--- src/rtl/alu_pkg.sv ---
// Shared types and constants for the bit-serial ALU sequencer.
// Phases run RE (rising strobe), RL, FE (falling strobe), FL within each step.
package alu_pkg;

    typedef enum logic [1:0] {
        IDLE,
        CLEAR,
        RUN,
        DONE
    } state_t;

    localparam logic [1:0] PH_RE = 2'd0;
    localparam logic [1:0] PH_RL = 2'd1;
    localparam logic [1:0] PH_FE = 2'd2;
    localparam logic [1:0] PH_FL = 2'd3;

    // Serial add keeps its carry in the ALU state register between bits.
    localparam logic [2:0] OP_ADD = 3'b000;
    localparam logic [2:0] OP_AND = 3'b001;
    localparam logic [2:0] OP_OR  = 3'b010;
    localparam logic [2:0] OP_XOR = 3'b011;

endpackage

--- src/rtl/alu_phase_gen.sv ---
// Four-phase step generator: 2-bit phase counter with registered ALU strobes.
// en describes the next cycle; a fresh enable always starts at PH_RE.
module alu_phase_gen
    import alu_pkg::*;
(
    input  logic clk,
    input  logic rst,
    input  logic en,
    output logic last,
    output logic reclk_strobe,
    output logic feclk_strobe
);

    logic       en_q;
    logic [1:0] phase;
    logic [1:0] phase_next;

    always_comb begin
        phase_next = PH_RE;
        if (en && en_q) begin
            phase_next = phase + 2'd1;
        end
    end

    // Strobes are decoded from the next phase so they line up with it as registers.
    always_ff @(posedge clk) begin
        if (rst) begin
            en_q         <= 1'b0;
            phase        <= PH_RE;
            reclk_strobe <= 1'b0;
            feclk_strobe <= 1'b0;
        end else begin
            en_q         <= en;
            phase        <= phase_next;
            reclk_strobe <= en && (phase_next == PH_RE);
            feclk_strobe <= en && (phase_next == PH_FE);
        end
    end

    assign last = en_q && (phase == PH_FL);

endmodule

--- src/rtl/alu_serial_sequencer.sv ---
// Drives a bit-serial 1-bit ALU over WIDTH-bit operands, LSB first,
// one four-phase step per bit after a four-phase register clear.
module alu_serial_sequencer
    import alu_pkg::*;
#(
    parameter int unsigned WIDTH = 8
) (
    input  logic             reclk,
    input  logic             rst,
    input  logic             start,
    input  logic [2:0]       opcode,
    input  logic [WIDTH-1:0] a_in,
    input  logic [WIDTH-1:0] b_in,
    output logic             busy,
    output logic             done,
    output logic [WIDTH-1:0] result,
    output logic             carry_out,
    output logic             alu_ain,
    output logic             alu_bin,
    output logic [2:0]       alu_op,
    output logic             alu_rst,
    output logic             alu_reclk,
    output logic             alu_feclk,
    input  logic             alu_aluout,
    input  logic             alu_regout
);

    localparam int unsigned IDX_W = $clog2(WIDTH);

    state_t           state;
    logic [IDX_W-1:0] bit_idx;
    logic [WIDTH-1:0] a_sh;
    logic [WIDTH-1:0] b_sh;
    logic             last;
    logic             accept;
    logic             finish;
    logic             phase_en;

    always_comb begin
        accept   = (state == IDLE) && start;
        finish   = (state == RUN) && last && (bit_idx == IDX_W'(WIDTH - 1));
        phase_en = accept || (((state == CLEAR) || (state == RUN)) && !finish);
    end

    alu_phase_gen u_phase (
        .clk          (reclk),
        .rst          (rst),
        .en           (phase_en),
        .last         (last),
        .reclk_strobe (alu_reclk),
        .feclk_strobe (alu_feclk)
    );

    always_ff @(posedge reclk) begin
        if (rst) begin
            state     <= IDLE;
            bit_idx   <= '0;
            a_sh      <= '0;
            b_sh      <= '0;
            busy      <= 1'b0;
            done      <= 1'b0;
            result    <= '0;
            carry_out <= 1'b0;
            alu_ain   <= 1'b0;
            alu_bin   <= 1'b0;
            alu_op    <= '0;
            alu_rst   <= 1'b0;
        end else begin
            case (state)
                IDLE: begin
                    done <= 1'b0;
                    if (start) begin
                        a_sh      <= a_in;
                        b_sh      <= b_in;
                        alu_op    <= opcode;
                        alu_ain   <= a_in[0];
                        alu_bin   <= b_in[0];
                        alu_rst   <= 1'b1;
                        result    <= '0;
                        carry_out <= 1'b0;
                        busy      <= 1'b1;
                        bit_idx   <= '0;
                        state     <= CLEAR;
                    end
                end
                CLEAR: begin
                    if (last) begin
                        alu_rst <= 1'b0;
                        bit_idx <= '0;
                        state   <= RUN;
                    end
                end
                RUN: begin
                    if (last) begin
                        result <= {alu_aluout, result[WIDTH-1:1]};
                        if (bit_idx == IDX_W'(WIDTH - 1)) begin
                            carry_out <= alu_regout;
                            busy      <= 1'b0;
                            done      <= 1'b1;
                            state     <= DONE;
                        end else begin
                            // Next operand bits are presented as the next PH_RE is entered.
                            a_sh    <= a_sh >> 1;
                            b_sh    <= b_sh >> 1;
                            alu_ain <= a_sh[1];
                            alu_bin <= b_sh[1];
                            bit_idx <= bit_idx + 1'b1;
                        end
                    end
                end
                DONE: begin
                    done  <= 1'b0;
                    state <= IDLE;
                end
                default: state <= IDLE;
            endcase
        end
    end

endmodule

--- config.mk ---
export PLATFORM = sky130hd
export DESIGN_NAME = alu_serial_sequencer
export DESIGN_NICKNAME = d
export VERILOG_FILES = /design/src/rtl/alu_pkg.sv /design/src/rtl/alu_phase_gen.sv /design/src/rtl/alu_serial_sequencer.sv
export SDC_FILE = /design/constraint.sdc
export NUM_CORES = 1
export LEC_CHECK = 0
export BUFFER_PORTS_ARGS = -buffer_cell sky130_fd_sc_hd__buf_2
export CAP_MARGIN = 5
export CORE_UTILIZATION = 55
export CTS_BUF_LIST = sky130_fd_sc_hd__clkbuf_4 sky130_fd_sc_hd__clkbuf_8
export DETAILED_ROUTE_END_ITERATION = 10
export PLACE_DENSITY = 0.94
export SYNTH_ARGS = -nofsm -noshare
export SYNTH_HDL_FRONTEND = slang
export SYNTH_SLANG_ARGS = --single-unit
export TNS_END_PERCENT = 20
--- constraint.sdc ---
create_clock -name reclk -period 2.25 [get_ports reclk]
set_clock_uncertainty 0.05 [all_clocks]
set_input_delay 0 -clock reclk [delete_from_list [all_inputs] [get_ports reclk]]
set_output_delay 0 -clock reclk [all_outputs]
set_load 0.005 [all_outputs]
==> results of run 1 <==
sequential cells by signal, indices dropped and copies added, names as in the netlist, 2 cells and up:
signal	flops
state	2
b_sh	8
bit_idx	3
alu_op	3
a_sh	8
u_phase.phase	2
result	8
power by group:
group	switching, µW	internal (µW)	total, µW
logic	617	457	1070
clock network	229	181	410
registers	120	911	1030
total	966	1550	2520
through the flow:
step / power (µW) / util / hold WS, ps
floorplan: 1780 / - / 90.5
global placement: 1950 / 0.656 / 200
detailed placement: 2000 / 0.656 / 202
CTS: 2440 / 0.757 / 16.6
global route: 2660 / 0.761 / 52.3
finish: 2520 / 0.761 / 44.3
per-layer routing:
| metal | vias up | share of wire |
|---|---|---|
| met2 | 61 | 0.50 |
| li1 | 805 | - |
| met4 | 0 | 0.039 |
| met5 | - | 0 |
| met1 | 765 | 0.42 |
| met3 | 20 | 0.045 |
cells by family (layout without fill, tap and decap cells):
logic type | after synthesis | after routing
compound gates | 46 | 46
fa+ha+maj | 7 | 7
buf+inv | 17 | 83
flops | 41 | 41
mux | 16 | 16
simple gates | 62 | 62
layout by cell type, fill, tap and decap left out:
cell,n
a22oi_1,8
nor2_1,26
and3b_1,1
a211oi_1,15
mux2i_1,16
dfxtp_1,41
nor2b_1,2
clkbuf_8,2
o21ai_0,4
clkbuf_4,5
a21boi_1,1
a21boi_0,1
and3_1,1
nand2b_1,6
or3_1,1
a21oi_1,13
ha_1,7
nor3b_2,1
nor3_1,2
nand2_1,10
buf_2,42
dlygate4sd3_1,25
a21oi_2,1
inv_1,4
and4_1,1
a21o_1,1
a2111oi_4,1
nand3b_1,2
o211ai_1,1
buf_4,4
clkinv_2,1
nand3_1,8
nor4_1,1
repair_timing:
item                                   4_1_cts  5_1_grt
hold buffers                                24        1
setup endpoints to repair                    0        0
endpoints found under the hold margin       21        1
worst max-delay path, cell delays in order, from the launching register on:
cell      delay (ps)
dfxtp_1          340
ha_1             190
ha_1             220
nand3b_1         270
a21oi_2          200
buf_4            310
nor2_1            90
a211oi_1         270
cell type report:
| class | count | share of cell area |
|---|---|---|
| multi-input cells | 131 | 0.375 |
| inverters | 4 | 0.00647 |
| flip-flops and latches | 41 | 0.353 |
| clock inverters | 1 | 0.00216 |
| well taps | 44 | 0.0237 |
| repair buffers | 71 | 0.211 |
| clock buffers | 7 | 0.0280 |
worst min path at each step:
stage / startpoint / to / slack [ps] / depth (start not counted)
finish: rst / bit_idx[1]$_SDFFE_PP0P_ / 40 / 2
detailed placement: a_in[7] / a_sh[7]$_SDFFE_PP0P_ / 200 / 3
floorplan: a_in[7] / a_sh[7]$_SDFFE_PP0P_ / 90 / 2
global placement: alu_aluout / result[7]$_SDFFE_PP0P_ / 200 / 3
global route: rst / bit_idx[1]$_SDFFE_PP0P_ / 50 / 2
CTS: a_in[2] / a_sh[2]$_SDFFE_PP0P_ / 20 / 3
==> out/metrics.csv, run 1 <==
stage,metric,value,unit
synth,ys_async_sr_fraction,0,
global_routing,met1_usage,0.309,
cts,htreeDepth,2,
timing,setup_ws,231,ps
worst_setup_path,worst_setup_path_start_kind,flip-flop,
worst_setup_path,crit_start,bit_idx[0]$_SDFFE_PP0P_,
global_routing,grt_pass1_vias,1576,
timing,tns,0,ps
die,die_width,58.6,µm
synth,syn-num-nets,220,
cells_and_area,fin_nets,285,
cells_and_area,fill_cells,198,
cells_and_area,multiInputGateArea,871,µm²
synth,synth_seq_cells,41,
place,gp_congestion,0.871,
timing,grt_setup_unrepaired,false,
route,ant_nets,0,
cts,ctsRootBufferMaster,clkbuf_4,
run,drv_cap,0,
timing,fin_crit_sh,0.897,
cts,clk_latency,350,ps
worst_setup_path,r2r_cells,7,
cts,clk_pin_slew,120,ps
global_routing,grt.met3_usage,0.0527,
cells_and_area,diodes,0,
timing,finalSetupViolations,0,
synth,netlist_top_cells_count,"dfxtp_1 (41), nor2_1 (26), mux2i_1 (16)",
global_routing,grt-busiest-layer,met2,
outcome,outcome,finished clean,
route,wl_per_cell,14.9,µm
cts,cts_tree,built,
cts,cts_sinks,41,
worst_setup_path,cp.arrival,2230,ps
synth,synth-simple-area-share,0.170,
synth,synthAdderAreaFrac,0.0497,
worst_setup_path,reg2reg_from,bit_idx[0]$_SDFFE_PP0P_,
cts,post_cts_resized,0,
timing,max_freq,495,MHz
cells_and_area,instances_no_fill,299,
place,post-dp-hpwl,2420,µm
synth,synth_area,0.00176,mm²
route,totalWireLength,4450,µm
cells_and_area,drive_gt1_frac,0.224,
worst_setup_path,critPathMaxFanout,30,
global_routing,grt_max_degree,31,
place,place_area,0.00200,mm²
timing,hold_viol,0,
timing,relSlewSlack,0.670,
synth,synth_area_leaders,"dfxtp_1 (47%), mux2i_1 (9.1%), a211oi_1 (6.4%)",
cts,cts-buffers-inserted,5,
synth,synth_edf_count,0,
cts,cts_buffer_depth,2,
synth,synthMuxAreaShare,0.0908,
synth,synthDistinctLibCells,28,
die,io_pins,43,
timing,tightest_slew,493,ps
place,port-buffer-count,42,
synth,postSynthCellCount,189,
die,die_area,0.00344,mm²
timing,final_max_slew_viol_count,0,
die,fp-row-count,20,
worst_setup_path,rrSetupSlack,230,ps
die,core,0.00305,mm²
synth,avgSynthCellArea,9.33,µm²
synth,synth_top_family_by_area,compound AO/OA/AOI/OAI gates,
synth,synth-seq-area-share,0.466,
place,place_worst_setup_slack,290,ps
global_routing,use_met2,0.445,
route,num_vias,1651,
synth,synthXorXnorAreaFrac,0,
global_routing,groute.usage.overall,0.265,
synth,yosysWarnings,0,
global_routing,grt_overflow,0,
global_routing,grt_pass1_wl,6870,µm
synth,yosysTopAreaCellShare,0.466,
cells_and_area,regArea,821,µm²
power_and_ir_drop,leakagePower,0.000964,µW
place,dp.cells,266,
power_and_ir_drop,pwr_density_cell,1080,mW/mm²
die,initial_utilization,0.577,
worst_setup_path,critPathKind,reg -> reg,
worst_setup_path,worstSetupEndpointType,flip-flop,
power_and_ir_drop,peakVddDrop,0.746,mV
worst_setup_path,crit_required,2460,ps
global_routing,antenna_found_initial,0,
hold_path,hp-class,in -> reg,
worst_setup_path,endpoint,a_sh[1]$_SDFFE_PP0P_,
route,dr.pass1.iters,4,
cells_and_area,postLayoutCellArea,0.00232,mm²
synth,synth_area_leader_cell,dfxtp_1,
synth,synth_compound_area_frac,0.182,
die,fp.dieH,58.6,µm
cells_and_area,syn_to_final_growth,31.7,%
route,via_per_inst,5.52,
worst_setup_path,r2r_end,a_sh[1]$_SDFFE_PP0P_,
timing,period_minus_slack,2020,ps
synth,synthMostInstantiatedCell,dfxtp_1,
cts,cts_setup_buffers,0,
synth,synth_top_flop_cell,dfxtp_1,
route,drc,0,
route,drtIter0Drc,85,
Note: power is estimated with default switching activity, not from simulation.
==> run 2, diff against run 1 <==
--- a/config.mk
+++ b/config.mk
@@ -7,10 +7,9 @@
 export LEC_CHECK = 0
 export BUFFER_PORTS_ARGS = -buffer_cell sky130_fd_sc_hd__buf_2
 export CAP_MARGIN = 5
-export CORE_UTILIZATION = 55
-export CTS_BUF_LIST = sky130_fd_sc_hd__clkbuf_4 sky130_fd_sc_hd__clkbuf_8
+export CORE_UTILIZATION = 52
 export DETAILED_ROUTE_END_ITERATION = 10
-export PLACE_DENSITY = 0.94
+export PLACE_DENSITY = 0.9
 export SYNTH_ARGS = -nofsm -noshare
 export SYNTH_HDL_FRONTEND = slang
 export SYNTH_SLANG_ARGS = --single-unit
==> constraint.sdc (replaced) <==
create_clock -name reclk -period 2.25 [get_ports reclk]
set_clock_uncertainty 0.05 [all_clocks]
set_input_delay 0.225 -clock reclk [delete_from_list [all_inputs] [get_ports reclk]]
set_output_delay 0.225 -clock reclk [all_outputs]
set_load 0.005 [all_outputs]
==> run 2 against run 1 <==
  * Total power decreased by 6.7%
  * Register-to-register slack improved by 50 ps
  * Global-route usage down 5.4 points
  * Cell count fell by 8.7%
  * Highest routed layer unchanged
  * First-iteration DRC count up 9.4%
  * Setup slack improved by 53 ps
  * Final area down 11%
==> out/metrics.csv, run 2 (same netlist as run 1, synthesis figures left out) <==
stage,metric,value,unit,change
outcome,outcome,finished clean,,
die,die_width,60.2,µm,+2.7%
timing,final_max_slew_viol_count,0,,unchanged
power_and_ir_drop,p_int,1480,µW,-4.7%
worst_setup_path,worstSetupEndpointType,flip-flop,,
power_and_ir_drop,pwr_density_cell,1140,mW/mm²,+5.3%
cells_and_area,drive_gt1_frac,0.240,,+0.0166
route,via_per_inst,5.43,,-1.6%
timing,tightest_slew,537,ps,+44.1 ps
power_and_ir_drop,switching_share,0.371,,-0.0130
worst_setup_path,crit_required,2420,ps,-40 ps
cells_and_area,syn_to_final_growth,16.7,%,
cts,cts-buffers-inserted,5,,unchanged
route,dr.pass1.iters,5,,+1
timing,relSlewSlack,0.641,,-0.0287
cells_and_area,diodes,0,,unchanged
timing,max_freq,509,MHz,+2.7%
power_and_ir_drop,seq_power_share,0.432,,+0.022
cts,cts_hold_buf,0,,-100%
timing,grt_setup_unrepaired,false,,
timing,hold_viol,0,,unchanged
cells_and_area,fin_nets,260,,-8.8%
route,drtIter0Drc,93,,+9.4%
route,drc,0,,unchanged
global_routing,groute.usage.overall,0.211,,-0.0542
global_routing,grt_max_degree,31,,unchanged
die,io_pins,43,,unchanged
die,die_area,0.00363,mm²,+5.6%
die,core,0.00313,mm²,+2.5%
hold_path,hp-class,in -> reg,,
route,met3_length,193,µm,-4.5%
global_routing,grt_pass1_wl,5590,µm,-19%
timing,tns,0,ps,unchanged
route,ant_nets,0,,unchanged
worst_setup_path,critPathKind,reg -> reg,,
cells_and_area,final_cell_mix,"buf_2 (42), dfxtp_1 (41), nor2_1 (26), mux2i_1 (16), a211oi_1 (15)",,
cts,cts_setup_buffers,0,,unchanged
place,port-buffer-count,42,,unchanged
timing,setup_ws,284,ps,+52.6 ps
timing,finalSetupViolations,0,,unchanged
worst_setup_path,critPathMaxFanout,8,,-73%
timing,period_minus_slack,1970,ps,-52.6 ps
cells_and_area,final_common_cell,buf_2,,
route,num_vias,1483,,-10%
cts,htreeDepth,2,,unchanged
place,place_worst_setup_slack,351,ps,+60.7 ps
cells_and_area,top_regs,"a_sh: 8 flops, b_sh: 8 flops, result: 8 flops",,
cts,cts_sinks,41,,unchanged
route,highest-signal-layer,met4,,
place,gp_congestion,0.864,,-0.85%
power_and_ir_drop,peakVddDrop,0.477,mV,-36%
global_routing,grt_pass1_vias,1236,,-22%
cts,clk_latency,340,ps,about the same
worst_setup_path,worst_setup_path_start_kind,flip-flop,,
timing,fin_crit_sh,0.874,,-0.0234
route,wl_per_cell,12.4,µm,-17%
place,post-dp-hpwl,2460,µm,+1.5%
die,initial_utilization,0.564,,-0.0139
run,drv_cap,0,,unchanged
cts,ctsRootBufferMaster,clkbuf_4,,
power_and_ir_drop,leakagePower,0.000855,µW,-11%
power_and_ir_drop,p_switching,871,µW,-9.9%
global_routing,antenna_found_initial,0,,unchanged
die,fp.dieH,60.2,µm,+2.7%
route,wl_met2,1610,µm,-28%
cts,cts_tree,built,,
cts,clk_pin_slew,110,ps,about the same
die,fp-row-count,20,,unchanged
worst_setup_path,cp.arrival,2130,ps,-100 ps
global_routing,grt_overflow,0,,unchanged
cts,cts_buffer_depth,2,,unchanged
power_and_ir_drop,power_frac_comb,0.413,,-0.014
route,totalWireLength,3380,µm,-24%
cts,post_cts_resized,0,,unchanged
route,wl_met1,1540,µm,-17%
power_and_ir_drop,pwr-share-clk,0.154,,-0.009
-- run 2: changes by cell type in the layout (fill, tap and decap cells not counted), sizes merged --
cell         before  now
dlygate4sd3      25    0
clkinv            1    0
-- run 2: worst paths after layout --
path / end / slack (ps) / cells past startpoint / from
worst max-delay path: result[7]$_SDFFE_PP0P_ / 280 / 6 / state[1]$_SDFFE_PP0P_
worst min-delay path: a_sh[7]$_SDFFE_PP0P_ / 70 / 3 / a_in[7]
worst max register to register: result[7]$_SDFFE_PP0P_ / 280 / 6 / state[1]$_SDFFE_PP0P_
worst min register to register: alu_op[0]$_SDFFE_PP0P_ / 410 / 2 / alu_op[0]$_SDFFE_PP0P_
-- run 2: per-layer routing --
metal  vias up  global-route usage
met5         -                   0
met4         0              0.0731
met3         5              0.0823
met2        51               0.327
met1       671               0.266
li1        756                   -
-- run 2: worst max-delay path, stage by stage, from the launching register on --
cell and delay (ps):
dfxtp_1 340, inv_1 120, ha_1 330, nor2b_1 500, nor3b_2 190, a22oi_1 250
nor2_1 70
-- run 2: cell type report --
cell class,instances,area (µm²)
tap,44,55.1
clock buffer,7,55.1
sequential,41,821
fill,261,1070
multi-input combinational,131,871
timing repair buffer,46,240
inverter,4,15.0
-- run 2: through the flow --
step | util | area (µm²) | hold slack [ps] | total power [µW] | instances
3_5_place_dp | 0.640 | 2000 | 398 | 2000 | 266
5_1_grt | 0.658 | 2060 | 52.5 | 2540 | 273
6_report | 0.658 | 2060 | 70.1 | 2350 | 273
2_1_floorplan | - | 1760 | 315 | 1780 | 189
3_3_place_gp | 0.640 | 2000 | 389 | 1960 | 266
4_1_cts | 0.658 | 2060 | 56.6 | 2360 | 273
-- run 2: power by group through the flow --
stage,registers [µW],logic (µW),clock network (µW)
6_report,1010,970,362
5_1_grt,1040,1090,414
4_1_cts,1010,970,372
3_5_place_dp,1030,965,0
3_3_place_gp,1020,932,0
2_1_floorplan,1020,760,0
